## src/rtl/mem_bus_arbiter_if.sv

```systemverilog
// mem_bus_arbiter_if: three-master request/grant bus plus single-port memory command/response
interface mem_bus_arbiter_if #(parameter int AW = 32, parameter int DW = 32);
  logic          m0_req;
  logic [AW-1:0] m0_addr;
  logic          m0_gnt, m0_rvalid;
  logic          m1_req, m1_we;
  logic [DW/8-1:0] m1_be;
  logic [AW-1:0] m1_addr;
  logic [DW-1:0] m1_wdata;
  logic          m1_gnt, m1_rvalid;
  logic          m2_req, m2_lock, m2_we;
  logic [DW/8-1:0] m2_be;
  logic [AW-1:0] m2_addr;
  logic [DW-1:0] m2_wdata;
  logic          m2_gnt, m2_rvalid;
  logic [DW-1:0] rdata;
  logic          s_en, s_we;
  logic [DW/8-1:0] s_be;
  logic [AW-1:0] s_addr;
  logic [DW-1:0] s_wdata, s_rdata;
  modport master (
    output m0_req, m0_addr, m1_req, m1_we, m1_be, m1_addr, m1_wdata,
           m2_req, m2_lock, m2_we, m2_be, m2_addr, m2_wdata, s_rdata,
    input  m0_gnt, m0_rvalid, m1_gnt, m1_rvalid, m2_gnt, m2_rvalid, rdata,
           s_en, s_we, s_be, s_addr, s_wdata
  );
  modport slave (
    input  m0_req, m0_addr, m1_req, m1_we, m1_be, m1_addr, m1_wdata,
           m2_req, m2_lock, m2_we, m2_be, m2_addr, m2_wdata, s_rdata,
    output m0_gnt, m0_rvalid, m1_gnt, m1_rvalid, m2_gnt, m2_rvalid, rdata,
           s_en, s_we, s_be, s_addr, s_wdata
  );
endinterface

```

## src/rtl/mem_bus_arbiter.sv

```systemverilog
// mem_bus_arbiter: fixed-priority fetch/load-store/debug arbiter with fetch anti-starvation and debug bus lock
module mem_bus_arbiter #(
  parameter int AW = 32,
  parameter int DW = 32,
  parameter int STARVE_LIMIT = 4
) (
  input logic clk,
  input logic rst,
  mem_bus_arbiter_if.slave bus
);
  localparam int CW = $clog2(STARVE_LIMIT + 1);
  typedef enum logic {IDLE, DBG_OWN} state_t;
  state_t r_state, w_next;
  logic [CW-1:0] r_starve;
  logic r_rsp_valid;
  logic [1:0] r_rsp_id;
  logic w_own, w_starved, w_g0, w_g1, w_g2, w_we;
  logic [AW-1:0] w_addr;
  logic [DW-1:0] w_wdata;
  logic [DW/8-1:0] w_be;
  always_comb begin
    w_own = r_state == DBG_OWN && bus.m2_lock;
    w_starved = r_starve == CW'(STARVE_LIMIT);
    w_g2 = !rst && bus.m2_req;
    w_g0 = !rst && !w_own && !bus.m2_req && bus.m0_req && (w_starved || !bus.m1_req);
    w_g1 = !rst && !w_own && !bus.m2_req && bus.m1_req && !w_g0;
    w_next = bus.m2_lock && (r_state == DBG_OWN || w_g2) ? DBG_OWN : IDLE;
    w_addr = w_g2 ? bus.m2_addr : w_g1 ? bus.m1_addr : bus.m0_addr;
    w_wdata = w_g2 ? bus.m2_wdata : bus.m1_wdata;
    w_be = w_g2 ? bus.m2_be : w_g1 ? bus.m1_be : '1;
    w_we = w_g2 ? bus.m2_we : w_g1 && bus.m1_we;
  end
  always_ff @(posedge clk)
    if (rst) r_state <= IDLE;
    else r_state <= w_next;
  always_ff @(posedge clk) begin
    if (rst) begin
      r_starve <= '0;
      r_rsp_valid <= 1'b0;
      r_rsp_id <= 2'd0;
    end else begin
      r_starve <= (!bus.m0_req || w_g0) ? '0 : w_starved ? r_starve : r_starve + CW'(1);
      r_rsp_valid <= (w_g0 || w_g1 || w_g2) && !w_we;
      r_rsp_id <= w_g2 ? 2'd2 : w_g1 ? 2'd1 : 2'd0;
    end
  end
  assign bus.m0_gnt = w_g0;
  assign bus.m1_gnt = w_g1;
  assign bus.m2_gnt = w_g2;
  assign bus.s_en = w_g0 || w_g1 || w_g2;
  assign bus.s_we = w_we;
  assign bus.s_be = w_be;
  assign bus.s_addr = w_addr;
  assign bus.s_wdata = w_wdata;
  assign bus.rdata = bus.s_rdata;
  // a response registered just before reset is suppressed while rst is high
  assign bus.m0_rvalid = !rst && r_rsp_valid && r_rsp_id == 2'd0;
  assign bus.m1_rvalid = !rst && r_rsp_valid && r_rsp_id == 2'd1;
  assign bus.m2_rvalid = !rst && r_rsp_valid && r_rsp_id == 2'd2;
endmodule
```

## src/flat_wrapper.sv

```systemverilog
// flat-port wrapper written by rule: the top's interface ports become plain ports
module mem_bus_arbiter_flat 
#(
  parameter int AW = 32,
  parameter int DW = 32,
  parameter int STARVE_LIMIT = 4
)
  (clk, rst, bus_m0_req, bus_m0_addr, bus_m1_req, bus_m1_we, bus_m1_be, bus_m1_addr, bus_m1_wdata, bus_m2_req, bus_m2_lock, bus_m2_we, bus_m2_be, bus_m2_addr, bus_m2_wdata, bus_s_rdata, bus_m0_gnt, bus_m0_rvalid, bus_m1_gnt, bus_m1_rvalid, bus_m2_gnt, bus_m2_rvalid, bus_rdata, bus_s_en, bus_s_we, bus_s_be, bus_s_addr, bus_s_wdata);
  mem_bus_arbiter_if #(.AW(AW), .DW(DW)) bus_i ();
  input logic clk;
  input logic rst;
  input wire logic [$bits(bus_i.m0_req)-1:0] bus_m0_req;
  input wire logic [$bits(bus_i.m0_addr)-1:0] bus_m0_addr;
  input wire logic [$bits(bus_i.m1_req)-1:0] bus_m1_req;
  input wire logic [$bits(bus_i.m1_we)-1:0] bus_m1_we;
  input wire logic [$bits(bus_i.m1_be)-1:0] bus_m1_be;
  input wire logic [$bits(bus_i.m1_addr)-1:0] bus_m1_addr;
  input wire logic [$bits(bus_i.m1_wdata)-1:0] bus_m1_wdata;
  input wire logic [$bits(bus_i.m2_req)-1:0] bus_m2_req;
  input wire logic [$bits(bus_i.m2_lock)-1:0] bus_m2_lock;
  input wire logic [$bits(bus_i.m2_we)-1:0] bus_m2_we;
  input wire logic [$bits(bus_i.m2_be)-1:0] bus_m2_be;
  input wire logic [$bits(bus_i.m2_addr)-1:0] bus_m2_addr;
  input wire logic [$bits(bus_i.m2_wdata)-1:0] bus_m2_wdata;
  input wire logic [$bits(bus_i.s_rdata)-1:0] bus_s_rdata;
  output wire logic [$bits(bus_i.m0_gnt)-1:0] bus_m0_gnt;
  output wire logic [$bits(bus_i.m0_rvalid)-1:0] bus_m0_rvalid;
  output wire logic [$bits(bus_i.m1_gnt)-1:0] bus_m1_gnt;
  output wire logic [$bits(bus_i.m1_rvalid)-1:0] bus_m1_rvalid;
  output wire logic [$bits(bus_i.m2_gnt)-1:0] bus_m2_gnt;
  output wire logic [$bits(bus_i.m2_rvalid)-1:0] bus_m2_rvalid;
  output wire logic [$bits(bus_i.rdata)-1:0] bus_rdata;
  output wire logic [$bits(bus_i.s_en)-1:0] bus_s_en;
  output wire logic [$bits(bus_i.s_we)-1:0] bus_s_we;
  output wire logic [$bits(bus_i.s_be)-1:0] bus_s_be;
  output wire logic [$bits(bus_i.s_addr)-1:0] bus_s_addr;
  output wire logic [$bits(bus_i.s_wdata)-1:0] bus_s_wdata;
  assign bus_i.m0_req = bus_m0_req;
  assign bus_i.m0_addr = bus_m0_addr;
  assign bus_i.m1_req = bus_m1_req;
  assign bus_i.m1_we = bus_m1_we;
  assign bus_i.m1_be = bus_m1_be;
  assign bus_i.m1_addr = bus_m1_addr;
  assign bus_i.m1_wdata = bus_m1_wdata;
  assign bus_i.m2_req = bus_m2_req;
  assign bus_i.m2_lock = bus_m2_lock;
  assign bus_i.m2_we = bus_m2_we;
  assign bus_i.m2_be = bus_m2_be;
  assign bus_i.m2_addr = bus_m2_addr;
  assign bus_i.m2_wdata = bus_m2_wdata;
  assign bus_i.s_rdata = bus_s_rdata;
  assign bus_m0_gnt = bus_i.m0_gnt;
  assign bus_m0_rvalid = bus_i.m0_rvalid;
  assign bus_m1_gnt = bus_i.m1_gnt;
  assign bus_m1_rvalid = bus_i.m1_rvalid;
  assign bus_m2_gnt = bus_i.m2_gnt;
  assign bus_m2_rvalid = bus_i.m2_rvalid;
  assign bus_rdata = bus_i.rdata;
  assign bus_s_en = bus_i.s_en;
  assign bus_s_we = bus_i.s_we;
  assign bus_s_be = bus_i.s_be;
  assign bus_s_addr = bus_i.s_addr;
  assign bus_s_wdata = bus_i.s_wdata;
  mem_bus_arbiter #(.AW(AW), .DW(DW), .STARVE_LIMIT(STARVE_LIMIT)) u_core (.clk(clk), .rst(rst), .bus(bus_i));
endmodule
```

## config.mk

```make
export PLATFORM = sky130hd
export DESIGN_NAME = mem_bus_arbiter_flat
export DESIGN_NICKNAME = d
export VERILOG_FILES = /design/src/rtl/mem_bus_arbiter_if.sv /design/src/rtl/mem_bus_arbiter.sv /design/src/flat_wrapper.sv
export SDC_FILE = /design/constraint.sdc
export NUM_CORES = 1
export LEC_CHECK = 0
export BUFFER_PORTS_ARGS = -buffer_cell sky130_fd_sc_hd__buf_2
export CORE_AREA = 2 2 122 124
export CTS_CLUSTER_DIAMETER = 80
export CTS_CLUSTER_SIZE = 28
export DETAILED_ROUTE_END_ITERATION = 6
export DIE_AREA = 0 0 124 126
export SLEW_MARGIN = 20
export SYNTH_ARGS = -nofsm -noshare
export SYNTH_HDL_FRONTEND = slang
export SYNTH_SLANG_ARGS = --single-unit
```

## constraint.sdc

```tcl
create_clock -name clk -period 1.6 [get_ports clk]
set_clock_uncertainty 0.05 [all_clocks]
set_input_delay 0.08 -clock clk [delete_from_list [all_inputs] [get_ports clk]]
set_output_delay 0.08 -clock clk [all_outputs]
set_load 0.01 [all_outputs]
```

# [Word-level counts from Yosys, hierarchy flattened]
# Cells that the tools add are included.
[classes] n_addsub=1 reduce_logical=30 n_eq_ne=3 muxes=9
[ops] cell="$mux 32" n=3
[ops] cell="$logic_and 1x1->1" n=15
[ops] cell="$mux 4" n=2
[ops] cell="$logic_not 1->1" n=7
[ops] cell="$logic_or 1x1->1" n=5
[ops] cell="$reduce_or 2->1" n=2
[ops] cell="$add 3x1->3 const B" n=1
[ops] cell="$eq 3x3->1 const B" n=1
[ops] cell="$mux 1" n=3
[ops] cell="$eq 2x1->1 const B" n=1
[ops] cell="$eq 2x2->1 const B" n=1
[ops] cell="$logic_not 2->1" n=1
[ops] cell="$mux 2" n=1
[totals] in_bits=208 register_bits=7 word_cells=48

# [Depth between registers and ports, before layout]
[depth] ltp_word=12 depth_mapped=7

# [Worst setup path before layout]
# No wires, ideal clock.
[synth_path] kind="register to output" start="register u_core.r_starve[0]" end="output port bus_s_addr[22]" slack_ns=0.056 required_time_ns=1.470 arrival_ns=1.414 stages_incl_launch_ff=8 path_buffers=1 cell_sequence="dfxtp_1 > inv_1 > ha_1 > nand2_2 > o211ai_4 > inv_6 > buf_12 > o211ai_2"
[synth_between] elab_chain_cells=7
[synth_rtl] item="start: declaration" line="mem_bus_arbiter.sv:14" source="logic [CW-1:0] r_starve;"
[synth_rtl] item="start signal: assignment" line="mem_bus_arbiter.sv:42" source="r_starve <= (!bus.m0_req || w_g0) ? '0 : w_starved ? r_starve : r_starve + CW'(1);"
[synth_rtl] item="$eq 3x3->1" line="mem_bus_arbiter.sv:23" source="w_starved = r_starve == CW'(STARVE_LIMIT);"
[synth_rtl] item="$logic_or 1x1->1" line="mem_bus_arbiter.sv:25" source="w_g0 = !rst && !w_own && !bus.m2_req && bus.m0_req && (w_starved || !bus.m1_req);"
[synth_rtl] item="$logic_and 1x1->1" line="mem_bus_arbiter.sv:25"
[synth_rtl] item="$logic_not 1->1" line="mem_bus_arbiter.sv:26" source="w_g1 = !rst && !w_own && !bus.m2_req && bus.m1_req && !w_g0;"
[synth_rtl] item="$logic_and 1x1->1" line="mem_bus_arbiter.sv:26"
[synth_rtl] item="via bus_m1_gnt" line="flat_wrapper.sv:28" source="output wire logic [$bits(bus_i.m1_gnt)-1:0] bus_m1_gnt;"
[synth_rtl] item="$mux 32 (2 in a row)" line="mem_bus_arbiter.sv:28" source="w_addr = w_g2 ? bus.m2_addr : w_g1 ? bus.m1_addr : bus.m0_addr;"
[synth_rtl] item="end: declaration" line="flat_wrapper.sv:36" source="output wire logic [$bits(bus_i.s_addr)-1:0] bus_s_addr;"
# The timed path passes the listed nets, and every way through them passes these cells.

# [Worst setup path after layout]
[layout_path] start="register u_core.r_starve[1]" end="output port bus_s_we"
[layout_between] elab_chain_cells=7
[layout_rtl] item="$eq 3x3->1" line="mem_bus_arbiter.sv:23"
[layout_rtl] item="$logic_or 1x1->1" line="mem_bus_arbiter.sv:25"
[layout_rtl] item="$logic_and 1x1->1" line="mem_bus_arbiter.sv:25"
[layout_rtl] item="$logic_not 1->1" line="mem_bus_arbiter.sv:26"
[layout_rtl] item="$logic_and 1x1->1" line="mem_bus_arbiter.sv:26"
[layout_rtl] item="$logic_and 1x1->1" line="mem_bus_arbiter.sv:31" source="w_we = w_g2 ? bus.m2_we : w_g1 && bus.m1_we;"
[layout_rtl] item="$mux 1" line="mem_bus_arbiter.sv:31"
[layout_rtl] item="end: declaration" line="flat_wrapper.sv:34" source="output wire logic [$bits(bus_i.s_we)-1:0] bus_s_we;"
# No other way between the ends.

==> results.toml <==
[status]
outcome = "finished, violations left"
violations = "negative setup slack"

[yosys]
syn_nets = 544
synth_area_mm2 = 0.002137
ys_ff_latch = 7
postSynthAreaPerCell_um2 = 6.398
synth_area_leaders = "nand2_1 (28%), o211ai_2 (17%), o2111ai_1 (13%), buf_4 (12%), dfxtp_1 (6.6%)"
netlist_instances = 334
ys_warn_count = 0
synth_largest_area_cell = "nand2_1"
yosysTopAreaCellShare = 0.2845
synth.yosys.seq_area_share = 0.06557
ys_types = 34

[min_path]
hp-class = "in2reg"

[grt]
grt_max_degree = 37
grt_pass1_wl_mm = 14.97
grt_antenna_before_repair = 0
grt-ovfl-total = 0
first_global_vias = 2815
grt.total_usage = 0.1226

[route]
via_count = 3084
drc_errors = 0
drt_iter0_drc = 128
drt-pass1-iter-count = 4
ant_nets = 0
wl_per_cell_um = 14.04
avgViaCountPerCell = 4.168
drt_wl_total_mm = 10.39

[power]
pwr_density_cell_mw_per_mm2 = 425.7
combPwrFrac = 0.602
swShare = 0.3708
vdd_ir_drop_max_uv = 528.9
cellLeakagePower_nw = 2.018
p_clk_frac = 0.276
seqPwrFrac = 0.122
p_int_mw = 0.9777
p_switching_mw = 0.5761

[critical_path]
r2r_slack_ps = 10
cp.required_ps = 1470
critPathArrivalTime_ps = 1640
end_kind = "primary output"
crit_type = "reg2out"
worstPathMaxFanout = 6
cp-start-kind = "flop"

[placed_design]
dp.cells = 725
dp_slack_ps = -7.646
numPortBuffers = 251
routabilityCongestion = 0.7354
hpwl_mm = 8.211

[timing]
grt_setup_unrepaired = "yes"
layout_setup_ws_ps = -170.5
finalCriticalPeriod_ps = 1770
holdWs_ps = 11.50
maxSlewViolCount = 0
setup_viol = 38
clock.fmax_ghz = 0.5648
worstMarginPinSlew_ps = 434.4
hold_viol = 0
relSlewSlack = 0.7058
finalCritPeriodShare = 1.107

[cts]
path_clk_slew_ps = 40
clockBufferDepth = 2
cts_tree = "built"
numCtsBuffers = 3
cts_hold_buf = 0
htreeDepth = 1
insertion_delay_ps = 230
clock-sinks = 7
cts-root-buf = "clkbuf_16"

[floorplan]
fp.dieW_um = 124
die_h_um = 126
rows = 44
core_mm2 = 0.01431
io_pins = 316
die_area_mm2 = 0.01562
start_util = 0.1493

[layout]
final_util = 0.2550
num_antenna_cells = 0
drive_above_1_share = 0.5935
areaGrowthSynthToFinish_pct = 70.78
layout.nets = 767
finalNonFillerCells = 740

[flow_run]
cap_violations = 0
[power by group through the flow]
| stage | Sequential, mW | Clock (mW) | Combinational, mW |
|---|---|---|---|
| CTS | 0.189 | 0.437 | 0.940 |
| floorplan | 0.191 | 0 | 0.519 |
| global route | 0.190 | 0.457 | 1.04 |
| finish | 0.189 | 0.429 | 0.935 |
| detailed placement | 0.192 | 0 | 0.892 |
| global placement | 0.192 | 0 | 0.888 |
[worst max-delay path: stages, from the launching register on]
cell      delay, ps
dfxtp_2         310
inv_2            60
ha_4            150
nand2_4          60
o211ai_4        220
inv_6           110
buf_12          160
a22o_1          200
buf_2           140
[sequential cells by signal, indices dropped and copies added, names as in the netlist]
signal,flops
u_core.r_state,1
u_core.r_rsp_valid,1
u_core.r_starve,3
u_core.r_rsp_id,2
[stage by stage]
step | area [µm²] | setup TNS, ps | total power [mW]
3_3_place_gp | 3390 | 0 | 1.080
6_report | 3650 | -4811 | 1.554
2_1_floorplan | 2137 | 0 | 0.7106
3_5_place_dp | 3390 | -7.646 | 1.084
5_1_grt | 3650 | -7864 | 1.683
4_1_cts | 3626 | -5614 | 1.567
[routing by layer]
layer	GRT usage	routed length, µm	vias to the layer above
li1	-	-	1576
met1	0.1622	4352	1364
met2	0.2143	5111	136
met3	0.02038	881	8
met4	0.01322	42	0
met5	0	0	-
[path summary, 6_finish.rpt]
| path | startpoint | end | depth (start not counted) |
|---|---|---|---|
| worst max register to register | u_core.r_starve[1] | u_core.r_rsp_valid | 8 |
| worst min register to register | u_core.r_starve[2] | u_core.r_starve[1] | 2 |
| worst max-delay path | u_core.r_starve[1] | bus_s_we | 8 |
| worst min-delay path | bus_m2_we | u_core.r_rsp_valid | 2 |
[Yosys cell counts]
master       n
nand2_1    162
buf_4       34
o2111ai_1   32
o211ai_2    29
buf_2       13
clkbuf_1    13
dfxtp_1      7
inv_1        4
inv_2        4
o22a_1       4
buf_12       3
nor2_1       3
o211ai_1     3
ha_1         2
nor4bb_1     2
a211oi_4     1
a21boi_1     1
a21oi_1      1
a221oi_2     1
a22o_1       1
a2bb2oi_1    1
and2_1       1
inv_6        1
nand2_2      1
nand2b_1     1
nand3_1      1
nor3_1       1
nor3b_1      1
nor4b_1      1
o211a_1      1
o211ai_4     1
o21ai_1      1
o311ai_1     1
xnor2_1      1
[layout by cell type (no fill, tap or decap), types with 2 or more instances in the layout]
master / netlist / routed
inv_2: 4 / 6
o211ai_1: 3 / 3
o2111ai_2: 0 / 2
o211ai_2: 29 / 29
buf_6: 0 / 5
buf_2: 13 / 251
nand2_1: 162 / 162
nor4bb_1: 2 / 2
buf_12: 3 / 3
dfxtp_2: 0 / 2
clkbuf_16: 0 / 3
buf_16: 0 / 3
o22a_1: 4 / 4
nor2_1: 3 / 3
inv_1: 4 / 2
o2111ai_1: 32 / 30
dfxtp_1: 7 / 5
buf_4: 34 / 19
[repair_timing]
action	4_1_cts	5_1_grt
pin swaps	25	2
endpoints found under the hold margin	0	0
setup endpoints to repair	38	39
resized for setup	16	2
buffers inserted	7	4
gates cloned	3	0
[cell families after synthesis]
kind of cell    count (synthesis)  synth area share
compound gates                 78            0.3794
flops                           7           0.06557
buf+inv                        72            0.2190
xor+xnor                        1          0.004099
simple gates                  174            0.3203
fa+ha+maj                       2           0.01171
[layout make-up]
cell class	instances	area, µm²
inverter	9	38.79
fill	1628	10660
timing repair buffer	281	1598
clock buffer	4	78.83
sequential	7	142.6
multi-input combinational	255	1562
tap	184	230.2
Power figures use the tool's default switching activity.
